**config.mk**
```make
export PLATFORM = sky130hd
export DESIGN_NAME = io_ccff_loader
export DESIGN_NICKNAME = d
export VERILOG_FILES = /design/src/rtl/io_cfg_pkg.sv /design/src/rtl/io_cfg_serializer.sv /design/src/rtl/io_ccff_loader.sv
export SDC_FILE = /design/constraint.sdc
export NUM_CORES = 1
export LEC_CHECK = 0
export CORE_MARGIN = 4
export CORE_UTILIZATION = 55
export CTS_CLUSTER_SIZE = 28
export DETAILED_ROUTE_END_ITERATION = 6
export MAX_ROUTING_LAYER = met4
export PLACE_DENSITY = 0.84
export SYNTH_ARGS = -nofsm -noshare
export SYNTH_HDL_FRONTEND = slang
export SYNTH_HIERARCHICAL = 1
export SYNTH_SLANG_ARGS = --single-unit
```
**constraint.sdc**
```tcl
create_clock -name prog_clk -period 3 [get_ports prog_clk]
set_input_delay 0.3 -clock prog_clk [delete_from_list [all_inputs] [get_ports prog_clk]]
set_output_delay 0.3 -clock prog_clk [all_outputs]
set_load 0.005 [all_outputs]
```
**src/rtl/io_cfg_pkg.sv**
```systemverilog
// Shared types and width helpers for the I/O tile configuration-chain loader.
package io_cfg_pkg;

  typedef enum logic [2:0] {
    StIdle,
    StLoad,
    StVerify,
    StDone,
    StError
  } cfg_state_e;

  // Bit counter must be able to hold the value len itself, not just len-1.
  function automatic int unsigned cfg_cnt_w(input int unsigned len);
    return $clog2(len + 1);
  endfunction

  // Serialiser bit index; kept at least one bit wide so WORD_W = 1 stays legal.
  function automatic int unsigned cfg_idx_w(input int unsigned word_w);
    return (word_w > 1) ? $clog2(word_w) : 1;
  endfunction

endpackage

```
**src/rtl/io_cfg_serializer.sv**
```systemverilog
// Word-to-bit serialiser: captures one word when empty and emits it LSB first,
// one bit per cycle, starting the cycle after capture. Never overlaps words.
module io_cfg_serializer import io_cfg_pkg::*; #(
  parameter int unsigned WORD_W = 8
) (
  input  logic              clk_i,
  input  logic              rst_i,
  input  logic              flush_i,
  input  logic              accept_en_i,
  input  logic              word_valid_i,
  input  logic [WORD_W-1:0] word_data_i,
  output logic              word_ready_o,
  output logic              bit_o,
  output logic              bit_valid_o
);

  localparam int unsigned IdxW = cfg_idx_w(WORD_W);

  logic              holding_q, holding_d;
  logic [WORD_W-1:0] data_q, data_d;
  logic [IdxW-1:0]   idx_q, idx_d;

  // Handshake and bit outputs come straight from the holding register.
  always_comb begin
    word_ready_o = accept_en_i && !holding_q;
    bit_valid_o  = holding_q;
    bit_o        = data_q[0];
  end

  // Capture / shift-out / flush sequencing.
  always_comb begin
    holding_d = holding_q;
    data_d    = data_q;
    idx_d     = idx_q;
    if (flush_i) begin
      holding_d = 1'b0;
      idx_d     = '0;
    end else if (holding_q) begin
      data_d = data_q >> 1;
      if (idx_q == IdxW'(WORD_W - 1)) begin
        holding_d = 1'b0;
        idx_d     = '0;
      end else begin
        idx_d = idx_q + IdxW'(1);
      end
    end else if (word_valid_i && word_ready_o) begin
      data_d    = word_data_i;
      holding_d = 1'b1;
      idx_d     = '0;
    end
  end

  // Serialiser state register.
  always_ff @(posedge clk_i or posedge rst_i) begin
    if (rst_i) begin
      holding_q <= 1'b0;
      data_q    <= '0;
      idx_q     <= '0;
    end else begin
      holding_q <= holding_d;
      data_q    <= data_d;
      idx_q     <= idx_d;
    end
  end

endmodule

```
**src/rtl/io_ccff_loader.sv**
```systemverilog
// Configuration-chain controller for one I/O tile: serialises the bitstream
// onto ccff_head, then rotates a shadow copy through the chain and checks
// ccff_tail so the readback leaves the chain contents unchanged.
module io_ccff_loader import io_cfg_pkg::*; #(
  parameter int unsigned NUM_SUBTILES     = 8,
  parameter int unsigned BITS_PER_SUBTILE = 1,
  parameter int unsigned WORD_W           = 8
) (
  input  logic              prog_clk,
  input  logic              prog_reset,
  input  logic              start,
  input  logic              word_valid,
  input  logic [WORD_W-1:0] word_data,
  output logic              word_ready,
  output logic              ccff_head,
  input  logic              ccff_tail,
  output logic              ccff_shift_en,
  output logic              busy,
  output logic              cfg_done,
  output logic              cfg_error
);

  localparam int unsigned CHAIN_LEN = NUM_SUBTILES * BITS_PER_SUBTILE;
  localparam int unsigned CntW      = cfg_cnt_w(CHAIN_LEN);

  cfg_state_e           state_q, state_d;
  logic [CntW-1:0]      cnt_q, cnt_d;
  logic [CHAIN_LEN-1:0] shadow_q, shadow_d;
  logic                 mismatch_q, mismatch_d;

  logic ser_flush;
  logic ser_accept_en;
  logic ser_bit;
  logic ser_bit_valid;
  logic shadow_bit;

  io_cfg_serializer #(
    .WORD_W (WORD_W)
  ) u_serializer (
    .clk_i        (prog_clk),
    .rst_i        (prog_reset),
    .flush_i      (ser_flush),
    .accept_en_i  (ser_accept_en),
    .word_valid_i (word_valid),
    .word_data_i  (word_data),
    .word_ready_o (word_ready),
    .bit_o        (ser_bit),
    .bit_valid_o  (ser_bit_valid)
  );

  // Shadow bit at the current counter position (0 once the counter hits CHAIN_LEN).
  always_comb begin
    shadow_bit = 1'b0;
    for (int unsigned i = 0; i < CHAIN_LEN; i++) begin
      if (cnt_q == CntW'(i)) shadow_bit = shadow_q[i];
    end
  end

  // Next-state, counter, shadow and chain-drive logic.
  always_comb begin
    state_d       = state_q;
    cnt_d         = cnt_q;
    shadow_d      = shadow_q;
    mismatch_d    = mismatch_q;
    ccff_head     = 1'b0;
    ccff_shift_en = 1'b0;
    ser_flush     = 1'b0;
    ser_accept_en = 1'b0;

    unique case (state_q)
      StIdle, StDone, StError: begin
        if (start) begin
          state_d    = StLoad;
          cnt_d      = '0;
          mismatch_d = 1'b0;
          ser_flush  = 1'b1;
        end
      end

      StLoad: begin
        ser_accept_en = (cnt_q < CntW'(CHAIN_LEN));
        if (ser_bit_valid && (cnt_q < CntW'(CHAIN_LEN))) begin
          ccff_head     = ser_bit;
          ccff_shift_en = 1'b1;
          for (int unsigned i = 0; i < CHAIN_LEN; i++) begin
            if (cnt_q == CntW'(i)) shadow_d[i] = ser_bit;
          end
          if (cnt_q == CntW'(CHAIN_LEN - 1)) begin
            // Last chain bit: any leftover bits of this word are dropped.
            state_d   = StVerify;
            cnt_d     = '0;
            ser_flush = 1'b1;
          end else begin
            cnt_d = cnt_q + CntW'(1);
          end
        end
      end

      StVerify: begin
        if (cnt_q < CntW'(CHAIN_LEN)) begin
          // Re-inject the shadow bit so the chain ends up with its original contents.
          ccff_head     = shadow_bit;
          ccff_shift_en = 1'b1;
          if (ccff_tail != shadow_bit) mismatch_d = 1'b1;
          cnt_d = cnt_q + CntW'(1);
        end else begin
          state_d = mismatch_q ? StError : StDone;
        end
      end

      default: state_d = StIdle;
    endcase
  end

  // Status outputs decoded from the state.
  always_comb begin
    busy      = (state_q == StLoad) || (state_q == StVerify);
    cfg_done  = (state_q == StDone);
    cfg_error = (state_q == StError);
  end

  // Controller state register.
  always_ff @(posedge prog_clk or posedge prog_reset) begin
    if (prog_reset) begin
      state_q    <= StIdle;
      cnt_q      <= '0;
      shadow_q   <= '0;
      mismatch_q <= 1'b0;
    end else begin
      state_q    <= state_d;
      cnt_q      <= cnt_d;
      shadow_q   <= shadow_d;
      mismatch_q <= mismatch_d;
    end
  end

endmodule
```
**After elaboration in Yosys (flattened, before gate mapping)**

Cells that the tools add are included.

- Add/subtract/negate cells: 2
- $lt $le $gt $ge: 1
- Equality and inequality tests: 19
- Multiplexer cells: 44
- Bitwise logic cells: 1
- Reductions and logical operators: 24

Operators with widths:

| operator | number |
|---|---|
| 2-to-1 mux 3 bit | 9 |
| AND reduction 3 bit | 8 |
| 2-to-1 mux 1 bit | 23 |
| equality test 4 x 3 -> 1 bit, second input constant | 4 |
| 2-to-1 mux 4 bit | 4 |
| 2-to-1 mux 8 bit | 2 |
| != test 2 bit, second input constant | 6 |
| one-hot mux 4 bit (3 select lines) | 1 |
| AND reduction 4 bit | 3 |
| one-hot mux 3 bit (3 select lines) | 1 |
| equality test 4 x 2 -> 1 bit, second input constant | 2 |
| one-hot mux 1 bit (2 select lines) | 4 |
| equality test 3 x 2 -> 1 bit, second input constant | 2 |
| equality test 3 bit, second input constant | 2 |
| nonzero test 3 bit | 2 |
| adder 4 x 1 -> 4 bit, second input constant | 1 |
| equality test 4 x 1 -> 1 bit, second input constant | 1 |
| logical NOT 4 bit | 1 |
| less-than comparator 4 bit, second input constant | 1 |
| nonzero test 2 bit | 2 |
| adder 3 x 1 -> 3 bit, second input constant | 1 |
| equality test 3 x 1 -> 1 bit, second input constant | 1 |
| logical AND 1 bit | 3 |
| logical NOT 3 bit | 1 |
| 6 further kinds | 6 |

- Register bits: 28
- Input bits: 13
- Output and inout bits: 6

**Logic depth before layout (Yosys ltp)**

- Depth after elaboration: 13
- Mapped depth: 8
- Mapped depth without buffers: 7

**Modules after synthesis**

Netlist, hierarchy kept.

By module, submodules not included:

| module | instances | cells an instance | area an instance (µm²) |
|---|---|---|---|
| io_ccff_loader | 1 | 121 | 1,104.8 |
| io_cfg_serializer | 1 | 49 | 631.9 |

**Worst setup path after synthesis**

Ideal clock, no wire load.

- Kind: register to register
- Start: register cnt_q[0]
- End: register u_serializer.data_q[2]
- Data arrival time: 1.944 ns
- Required time: 2.872 ns
- Slack: 0.928 ns
- Stages on the path, launching flop included: 9
- Buffers on the path: 2
- Cell sequence: dfrtp_1 -> ha_1 -> buf_2 -> and3_1 -> a31oi_1 -> o21ai_0 -> clkbuf_1 -> nor2_4 -> mux2_1

- Longest elaborated chain between the ends: 6
- Elaborated cells on any way between the ends: 12
- Classes of those cells: order compare: 1; eq/ne: 1; mux: 4; bitwise: 1; reduce/logical: 5

RTL lines:

| what | RTL line | text |
|---|---|---|
| start: declaration | io_ccff_loader.sv:27 | `logic [CntW-1:0] cnt_q, cnt_d;` |
| start signal: assignment | io_ccff_loader.sv:131 | `cnt_q <= cnt_d;` |
| less-than comparator 4 bit or equality test 4 x 3 -> 1 bit (tied branches) | io_ccff_loader.sv:82, io_ccff_loader.sv:88 |  |
| logical AND 1 bit or 2-to-1 mux 1 bit (tied branches) | io_ccff_loader.sv:82, io_ccff_loader.sv:88 |  |
| 2-to-1 mux 1 bit (*) | io_ccff_loader.sv:82 | `if (ser_bit_valid && (cnt_q < CntW'(CHAIN_LEN))) begin` |
| one-hot mux 1 bit (2 select lines) (*) | io_ccff_loader.sv:70 | `unique case (state_q)` |
| via ser_flush | io_ccff_loader.sv:31 | `logic ser_flush;` |
| NOT 1 bit (no source line) (*) | - |  |
| AND reduction 2 bit (no source line) (*) | - |  |
| end signal: assignment | io_cfg_serializer.sv:61 | `data_q <= data_d;` |
| end: declaration | io_cfg_serializer.sv:20 | `logic [WORD_W-1:0] data_q, data_d;` |

Mark *: on every way through the listed nets, which the timed path passes. The rest lies on a longest branch.
A chain may end at the register's enable or synchronous reset.

**Worst setup path in the final report**

- Start: register cnt_q[0]
- End: output ccff_head

- Longest elaborated chain between the ends: 11
- Elaborated cells on any way between the ends: 21
- Classes of those cells: order compare: 1; eq/ne: 7; mux: 11; reduce/logical: 2

RTL lines:

| what | RTL line | text |
|---|---|---|
| logical NOT 4 bit | io_ccff_loader.sv:55 | `if (cnt_q == CntW'(i)) shadow_bit = shadow_q[i];` |
| 2-to-1 mux 1 bit (8 in a row) | io_ccff_loader.sv:55 |  |
| 2-to-1 mux 1 bit | io_ccff_loader.sv:100 | `if (cnt_q < CntW'(CHAIN_LEN)) begin` |
| one-hot mux 1 bit (2 select lines) (*) | io_ccff_loader.sv:70 |  |
| end: declaration | io_ccff_loader.sv:15 | `output logic ccff_head,` |

Mark *: on every way between the ends. The rest lies on a longest branch, timed or not.

==> metrics.yaml <==
port_buffers: 18
synth-xor-area-share: 0.005043
postSynth.asyncResetShare: 1.000
final_cell_area_sq_um: 1938
wire_per_inst_microns: 14.97
avgSynthCellArea_sq_um: 10.22
synthCells: 170
path_class: "reg2out"
reg2regPathDepth: 7
cts_buffers: 3
syn_area_sq_um: 1737
final_common_cell: "dfrtp_1"
timing.final.crit_share: 0.9452
start_util: 0.5736
drv_slew: 0
synth.area.mux_share: 0.1635
r2r_start: "u_serializer/bit_valid_o"
setup_viol: 0
grt_overflow: 0
drc: 0
fin_setup_tns_ps: 0
cts_max_level: 1
io_pins: 19
antenna_found_initial: 0
timing.rr.end: "u_serializer/data_q[2]"
final_cell_mix: "dfrtp_1, nand2_1, clkdlybuf4s50_1, a21oi_1, inv_1"
yosys.area_share.simple: 0.1880
vias: 1287
clock_latency_ps: 320
cts_tree: "yes"
critPathMaxFanout: 7
drt_iter0_markers: 44
hold_viol_final: 0
core-area_sq_um: 3028
dpl.hpwl_microns: 2601
power.leakage_nw: 0.8442
cp.arrival_ps: 2540
path_clk_slew_ps: 140
die_w_microns: 64.19
drive_gt1_frac: 0.1639
worst_slew_pin_slew_ps: 611.0
synth_compound_area_frac: 0.1326
max-clock-path-buffers: 2
powerDensity_nw_per_um2: 1058
fillerInstances: 250
finalClockSkew_ps: 2.842
ys_ff_latch: 28
period_minus_slack_ps: 2836
ir_drop_uv: 552.9
synth_top_family_by_area: "simple AND/OR/NAND/NOR gates"
syn-num-nets: 189
crit_start: "cnt_q[0]"
clock_sinks: 28
cp.required_ps: 2700
drtPass1Iterations: 4
yosysSeqAreaShare: 0.4035
outcome: "finished, final reports clean"
root_buffer: "clkbuf_4"
fin_nets: 204
fmax_mhz: 352.7
wirelength_microns: 3399
yosysWarnings: 6
grt_pass1_vias: 1294
area_delta_synth_final_pct: 11.60
track_usage: 0.1805
cts_setup_buffers: 0
cap_violations: 0
rrSetupSlack_ps: 700
min_path_type: "in2async"
grt_start_max_net_pins: 18
cts_hold_buf: 0
synth.distinct_cells: 42
placed_area_sq_um: 1909
holdWs_ps: 292.7
synth_fa_ha_area_frac: 0.04323
synth_edf_count: 0
end_kind: "primary output"
ctsResizeCount: 0
place.gp.congestion: 0.8934
rsz0062_at_grt: "false"
grt_pass1_wl_microns: 5782
vias_per_cell: 5.670
power_mw: 2.051
startpoint_type: "flip-flop"
slew_headroom: 0.5922
dieArea_sq_um: 4120
synth_ff_type: "dfrtp_1"
ant_nets: 0
rows: 20
diodes: 0
die_h_microns: 64.19
-- metrics by stage --
| step | std cells | utilization | setup slack [ps] |
|---|---|---|---|
| after global placement | 224 | 0.6306 | 632.6 |
| after global routing | 227 | 0.6401 | 10.32 |
| after floorplan | 170 | - | 928.4 |
| final | 227 | 0.6401 | 164.4 |
| after detailed placement | 224 | 0.6306 | 459.0 |
| after CTS | 227 | 0.6380 | 78.95 |
-- cell type report --
type,instances,area [sq um],share of cell area
multi-input combinational,122,929.6,0.4797
sequential,28,701.9,0.3622
timing repair buffer,19,187.7,0.09684
tap,44,55.05,0.02841
inverter,11,41.29,0.02130
clock buffer,3,22.52,0.01162
-- registers in the layout, indices dropped and copies added, names as in the netlist --
register                  count
u_serializer/idx_q            3
state_q                       3
mismatch_q                    1
u_serializer/bit_valid_o      1
shadow_q                      8
u_serializer/data_q           8
cnt_q                         4
-- logic make-up (layout without fill, tap and decap cells) --
kind of cell | after synthesis | after routing
simple gates | 56 | 56
compound gates | 35 | 35
flops | 28 | 28
mux | 24 | 24
buf+inv | 20 | 33
fa+ha+maj | 6 | 6
xor+xnor | 1 | 1
-- layer usage --
metal / wire length [microns] / GRT usage / vias to the layer above / part of all wire
li1: - / - / 623 / -
met1: 1491 / 0.2220 / 604 / 0.44
met2: 1657 / 0.2839 / 47 / 0.49
met3: 144 / 0.04042 / 13 / 0.042
met4: 105 / 0.08179 / 0 / 0.031
met5: 0 / - / - / 0
-- synth_stat cells (4+ instances only) --
master    count  area share
nand3b_1      4       0.017
buf_6         4       0.026
nor3_1        7       0.020
nand2_1      19       0.041
o21ai_0       4       0.012
mux2_4        4       0.035
a21oi_1      14       0.040
inv_1        11       0.024
nor2b_1       4       0.014
mux2_2       10       0.065
ha_1          6       0.043
mux2_1        9       0.058
dfrtp_1      28        0.40
-- worst max-delay path, stage by stage, from the launching register on --
cell	delay [ps]
dfrtp_2	470
inv_1	100
ha_2	250
a21oi_1	80
a2111oi_2	430
o22ai_1	190
o21ai_0	190
clkdlybuf4s50_1	520
-- power by group --
part	switching (mW)	internal (mW)	total, mW	leakage (nW)
sequential	0.205	0.543	0.748	0.348
clock	0.103	0.0471	0.150	0.0138
combinational	0.533	0.619	1.15	0.483
-- worst max path at each step --
stage | endpoint | depth (start not counted)
6_report | ccff_head | 7
3_5_place_dp | ccff_head | 7
5_1_grt | ccff_head | 7
2_1_floorplan | u_serializer/data_q[2] | 8
4_1_cts | ccff_head | 7
3_3_place_gp | ccff_head | 7
No activity file was read; power rests on OpenSTA's default activity.
